**config.mk**
```make
export PLATFORM = sky130hd
export DESIGN_NAME = param_frame_loader
export DESIGN_NICKNAME = d
export VERILOG_FILES = /design/src/rtl/param_frame_loader.sv
export SDC_FILE = /design/constraint.sdc
export NUM_CORES = 1
export LEC_CHECK = 0
export CAP_MARGIN = 20
export CORE_ASPECT_RATIO = 1.2
export CORE_UTILIZATION = 51
export CTS_BUF_LIST = sky130_fd_sc_hd__clkbuf_2 sky130_fd_sc_hd__clkbuf_4 sky130_fd_sc_hd__clkbuf_8
export CTS_CLUSTER_DIAMETER = 100
export DETAILED_ROUTE_END_ITERATION = 12
export PLACE_DENSITY = 0.85
export SKIP_CTS_REPAIR_TIMING = 1
export SYNTH_ARGS = -nofsm -noshare
export SYNTH_HDL_FRONTEND = slang
export SYNTH_SLANG_ARGS = --single-unit
```
**constraint.sdc**
```tcl
create_clock -name clk -period 3.7 [get_ports clk]
set_input_delay 0.37 -clock clk [delete_from_list [all_inputs] [get_ports clk]]
set_output_delay 0.37 -clock clk [all_outputs]
set_load 0.1 [all_outputs]
```
**src/rtl/param_frame_loader.sv**
```systemverilog
// Byte-stream loader for the perceptron parameter store: hunts for a sync byte, then
// writes a fixed-length payload. Define PARAM_CHECKSUM_EN to require a trailing checksum byte.
module param_frame_loader #(
   parameter int unsigned NUM_PARAMS = 24,
   parameter logic [7:0]  SYNC_BYTE  = 8'hA5,
   parameter int unsigned ADDR_W     = 5
) (
   input  logic              clk,
   input  logic              rstn,
   input  logic [7:0]        data_in,
   input  logic              data_valid,
   input  logic              start,
   output logic              wr_en,
   output logic [ADDR_W-1:0] wr_addr,
   output logic [7:0]        wr_data,
   output logic              busy,
   output logic              done,
   output logic              error
);

   localparam logic [ADDR_W-1:0] LastIdx = ADDR_W'(NUM_PARAMS - 1);

`ifdef PARAM_CHECKSUM_EN
   typedef enum logic [1:0] {StIdle, StLoad, StCheck} state_e;
`else
   typedef enum logic [1:0] {StIdle, StLoad} state_e;
`endif

   state_e state_q, state_d;

   logic [ADDR_W-1:0] idx_q, idx_d;
   logic              wr_en_q, wr_en_d;
   logic [ADDR_W-1:0] wr_addr_q, wr_addr_d;
   logic [7:0]        wr_data_q, wr_data_d;
   logic              busy_q, busy_d;
   logic              done_q, done_d;
`ifdef PARAM_CHECKSUM_EN
   logic [7:0]        sum_q, sum_d;
   logic [7:0]        sum_total;
   logic              error_q, error_d;

   assign sum_total = sum_q + data_in;
`endif

   // start wins over data_valid: a byte presented with start is discarded.
   logic accept;
   assign accept = data_valid & ~start;

   always_ff @(posedge clk or negedge rstn) begin
      if (!rstn) begin
         state_q <= StIdle;
      end else begin
         state_q <= state_d;
      end
   end

   always_comb begin
      state_d = state_q;
      unique case (state_q)
         StIdle: begin
            if (accept && data_in == SYNC_BYTE) state_d = StLoad;
         end
         StLoad: begin
`ifdef PARAM_CHECKSUM_EN
            if (accept && idx_q == LastIdx) state_d = StCheck;
`else
            if (accept && idx_q == LastIdx) state_d = StIdle;
`endif
         end
`ifdef PARAM_CHECKSUM_EN
         StCheck: begin
            if (accept) state_d = StIdle;
         end
`endif
         default: state_d = StIdle;
      endcase
      if (start) state_d = StIdle;
   end

   always_comb begin
      idx_d     = idx_q;
      wr_en_d   = 1'b0;
      wr_addr_d = wr_addr_q;
      wr_data_d = wr_data_q;
      done_d    = done_q;
`ifdef PARAM_CHECKSUM_EN
      sum_d     = sum_q;
      error_d   = error_q;
`endif
      if (start) begin
         idx_d  = '0;
         done_d = 1'b0;
`ifdef PARAM_CHECKSUM_EN
         sum_d   = '0;
         error_d = 1'b0;
`endif
      end else if (data_valid) begin
         unique case (state_q)
            StIdle: begin
               if (data_in == SYNC_BYTE) begin
                  idx_d  = '0;
                  done_d = 1'b0;
`ifdef PARAM_CHECKSUM_EN
                  sum_d   = '0;
                  error_d = 1'b0;
`endif
               end
            end
            StLoad: begin
               wr_en_d   = 1'b1;
               wr_addr_d = idx_q;
               wr_data_d = data_in;
`ifdef PARAM_CHECKSUM_EN
               sum_d     = sum_total;
`endif
               if (idx_q == LastIdx) begin
                  idx_d = '0;
`ifndef PARAM_CHECKSUM_EN
                  done_d = 1'b1;
`endif
               end else begin
                  idx_d = idx_q + 1'b1;
               end
            end
`ifdef PARAM_CHECKSUM_EN
            StCheck: begin
               done_d  = (sum_total == 8'h00);
               error_d = (sum_total != 8'h00);
            end
`endif
            default: ;
         endcase
      end
      busy_d = (state_d != StIdle);
   end

   always_ff @(posedge clk or negedge rstn) begin
      if (!rstn) begin
         idx_q     <= '0;
         wr_en_q   <= 1'b0;
         wr_addr_q <= '0;
         wr_data_q <= '0;
         busy_q    <= 1'b0;
         done_q    <= 1'b0;
`ifdef PARAM_CHECKSUM_EN
         sum_q     <= '0;
         error_q   <= 1'b0;
`endif
      end else begin
         idx_q     <= idx_d;
         wr_en_q   <= wr_en_d;
         wr_addr_q <= wr_addr_d;
         wr_data_q <= wr_data_d;
         busy_q    <= busy_d;
         done_q    <= done_d;
`ifdef PARAM_CHECKSUM_EN
         sum_q     <= sum_d;
         error_q   <= error_d;
`endif
      end
   end

   assign wr_en   = wr_en_q;
   assign wr_addr = wr_addr_q;
   assign wr_data = wr_data_q;
   assign busy    = busy_q;
   assign done    = done_q;
`ifdef PARAM_CHECKSUM_EN
   assign error   = error_q;
`else
   assign error   = 1'b0;
`endif

endmodule

```
**Yosys cells after proc, flatten, opt, wreduce, memory -nomap -nowiden**

Cells that the tools add are included.

- Bits in registers: 23
- Input port bits: 12
- Output and inout port bits: 17
- Logic and storage cells: 41

- Add/subtract/negate cells: 1
- Eq/ne operators: 5
- Muxes and demuxes: 17
- Bitwise gates (word level): 2
- Reductions and logical operators: 9

Operator list:

| cell | number |
|---|---|
| $mux 5 | 4 |
| $pmux 5 s2 | 1 |
| $eq 8x8->1 const B | 1 |
| $mux 1 | 7 |
| $mux 2 | 3 |
| $ne 3x3->1 const B | 2 |
| $reduce_and 3->1 | 2 |
| $add 5x1->5 const B | 1 |
| $eq 5x5->1 const B | 1 |
| $pmux 2 s2 | 1 |
| $reduce_and 4->1 | 1 |
| $reduce_bool 2->1 | 2 |
| $reduce_bool 3->1 | 1 |
| $eq 2x1->1 const B | 1 |
| $logic_and 1x1->1 | 2 |
| $logic_not 2->1 | 1 |
| $pmux 1 s2 | 1 |
| $and 1x1->1 | 1 |
| $not 1->1 | 1 |

**Logic depth before layout (Yosys ltp)**

- Depth after elaboration: 7
- Depth in mapped cells: 6
- Mapped depth without buffers: 6

**Least setup slack after synthesis**

OpenSTA, ideal clock, no wires.

- Path type: register to register
- Start: reg state_q[1]
- End: reg idx_q[3]
- Setup time: 124 ps
- Arrival time: 1227 ps
- Data required time: 3576 ps
- Path slack: 2350 ps
- Cell stages (with the launch flop): 5
- Buffers on the path: 0
- Period minus slack after synthesis: 1350 ps
- Cells stage by stage: dfrtp_1 and4bb_1 nand4_1 and2_4 a211o_1

- Longest elaborated chain between the ends: 4
- Elaborated cells between the ends (all ways): 8
- Those cells by class: eq/ne: 2; mux: 3; reduce/logical: 3

Ends and longest elaborated chain:

| item | line | text |
|---|---|---|
| start: declaration | 29 | `state_e state_q, state_d;` |
| start signal: assignment | 51 | `state_q <= StIdle;` |
| start signal: assignment | 53 | `state_q <= state_d;` |
| $eq 2x1->1 / $logic_not 2->1 (equally long branches) | 98 | `unique case (state_q)` |
| $pmux 5 s2 | 98 |  |
| $mux 5 | 97 | `end else if (data_valid) begin` |
| $mux 5 | 90 | `if (start) begin` |
| end signal: assignment | 150 | `idx_q <= idx_d;` |
| end: declaration | 31 | `logic [ADDR_W-1:0] idx_q, idx_d;` |

Parallel ways exist; a longest one is shown, timed or not. The select of a mux whose other input is x is not followed.
A chain may end at the register's enable or synchronous reset.

**Worst setup path in the final report**

- Start: reg wr_data_q[6] (netlist: wr_data[6])
- End: out wr_data[6]

RTL lines:

| item | line | text |
|---|---|---|
| start: declaration | 34 | `logic [7:0] wr_data_q, wr_data_d;` |
| start signal: assignment | 153 | `wr_data_q <= wr_data_d;` |
| end: declaration | 15 | `output logic [7:0] wr_data,` |

No word-level cell between the ends.

==> impl_metrics.ini <==
[status]
status = finished clean

[yosys]
synth.cell_area_um2 = 989.7
synth-seq-area-share_pct = 58.15
async_reset_ff_share_pct = 100.0
synthCells = 99
yosys.area.top_type = dfrtp_1
synth_warnings = 0
synth_edf_count = 0
synth.top_cell.area_share_pct = 58.15
synthFlopType = dfrtp_1
syn_area_per_cell_um2 = 9.997
ys_seq_elements = 23
yosysMostFrequentCell = nand2_1
synth_top_cells_by_count = 42 x nand2_1, 23 x dfrtp_1, 3 x a21oi_1
ys_types = 31
synth.top_cells.by_area = dfrtp_1 58%, nand2_1 16%, nor3b_4 1.9%, a21oi_1 1.5%, a21o_1 1.5%

[layout]
utilization_pct = 72.50
nets = 143
drive_above_1_share_pct = 9.302
diodes = 0
final_area_mm2 = 0.001326
area_growth_pct = 34.01

[floorplan]
die_x_um = 42.22
initial_core_util_pct = 54.10
die-area_mm2 = 0.002122
die_h_um = 50.26
fp-row-count = 17
pin_count = 29
core_mm2 = 0.001829

[critical_path]
cp_slowest_stage_delay_ns = 1.14
crit_buf_inv = 1
worstPathArrival_ns = 1.84
critPathKind = flop to output pin
start_kind = flop
crit_fanout = 2
crit_path_end_kind = output pin
cpLargestDelayFamily = buffers and inverters
crit_chain = clkdlybuf4s50_1
crit_required_ns = 3.33
cp_slowest_cell = clkdlybuf4s50_1

[routing]
wl_met3_um = 84
drtPass1Iterations = 6
viasPerCell = 5.527
antenna_left = 0
met2_length_mm = 1.077
wl_met1_um = 832
vias = 818
wl_per_cell_um = 13.99
finalWirelength_mm = 2.071
drt-initial-drc-count = 17
top_layer = met4
drc_errors = 0

[clock_network]
h-tree-depth = 1
numCtsBuffers = 3
cts_tree = built
clock_path_buffers = 2
insertion_delay_ns = 0.32
clk_pin_slew_worst_paths_ns = 0.13
root_buffer = clkbuf_4
cts.sinks = 23

[sta]
rsz0062_at_grt = no
slew_violations = 0
fin_skew_ns = 0.008251
tightest_slew_ns = 0.9721
hold_viol_final = 0
period_minus_slack_ns = 2.207
setup_tns_ns = 0
finalCritPeriodShare_pct = 59.65
slew_headroom_pct = 34.99
setup_violations = 0
max_clock_freq_ghz = 0.4531

[grt]
grt_use_total_pct = 21.29
grt-ovfl-total = 0
grt_pass1_wl_mm = 3.305
antenna_found_initial = 0
grt_pass1_vias = 768
grt_max_degree = 24

[placed_design]
gp_congestion = 0.8399
numPortBuffers = 27
dpl_cell_area_mm2 = 0.001271
hpwl_mm = 1.488

[power_and_ir_drop]
p_per_area_mw_per_mm2 = 305.2
seqPwrFrac_pct = 62.5
switching_share_pct = 23.71
clkPwrFrac_pct = 28.8
power_mw = 0.4048
combPwrFrac_pct = 8.6
p_sw_mw = 0.09595
p_leak_nw = 0.6871
p_int_mw = 0.3088
peakVddDrop_v = 0.0002454

[hold_path]
hold_path.class = primary input to async pin

[flow_run]
maxCapViolCount = 0
-- registers in the layout (all words and copies together) (netlist names) --
register	flops
wr_data	8
idx_q	5
wr_addr	5
state_q	2
busy	1
done	1
wr_en	1
-- placed cells by master (no fill, tap or decap), types with 2 or more instances in the layout --
cell type         n
nand3_1           2
inv_1             2
clkdlybuf4s50_1  27
conb_1            2
a21o_1            2
clkinv_2          2
dfrtp_1          23
clkbuf_4          3
nand2_1          42
a21oi_1           3
-- metal layers --
layer | up-vias | track usage, %
met4 | 0 | 13.02
met2 | 34 | 36.67
met5 | - | 0
met1 | 386 | 24.76
met3 | 6 | 2.878
li1 | 392 | -
-- final timing paths --
check                           start    endpoint  slack (ns)  cells past startpoint
setup reg to reg           state_q[0]    idx_q[3]        1.99                      5
hold reg to reg            wr_addr[0]  wr_addr[0]        0.49                      2
setup / recovery           wr_data[6]  wr_data[6]        1.49                      1
min in group clk           wr_addr[0]  wr_addr[0]        0.49                      2
hold / removal                   rstn       wr_en        0.31                      1
max in group asynchronous        rstn    idx_q[2]        2.97                      2
-- final cells by class --
cell class / count / area, um2
sequential: 23 / 575.6
fill: 127 / 503.0
multi-input combinational: 71 / 389.1
timing repair buffer: 28 / 297.8
tap: 19 / 23.77
clock buffer: 3 / 22.52
inverter: 3 / 12.51
clock inverter: 1 / 5.005
-- logic make-up (layout without fill, tap and decap cells) --
group / Yosys count / count (layout) / share of synthesized area (%)
AND/OR/NAND/NOR: 55 / 55 / 27.18
AO/OA/AOI/OAI: 12 / 12 / 9.103
buffers and inverters: 6 / 35 / 2.907
adder cells (fa/ha/maj): 1 / 1 / 1.264
other: 1 / 2 / 0.3789
multiplexers: 1 / 1 / 1.011
flip-flops: 23 / 23 / 58.15
-- per-stage QoR --
stage / hold WS (ns) / worst slack, ns / cells
4_1_cts: 0.4922 / 1.493 / 147
6_report: 0.3139 / 1.493 / 148
3_5_place_dp: 0.4619 / 1.573 / 143
5_1_grt: 0.3516 / 1.456 / 148
3_3_place_gp: 0.4599 / 1.621 / 143
2_1_floorplan: 0.07441 / 2.350 / 100
-- power by group through the flow --
stage               clock network [mW]  logic [mW]  registers [mW]
CTS                              0.117      0.0313           0.253
detailed placement                   0      0.0313           0.258
floorplan                            0     0.00930           0.260
global placement                     0      0.0309           0.258
finish                           0.117      0.0349           0.253
global route                     0.128      0.0378           0.253
Power figures use the tool's default switching activity.
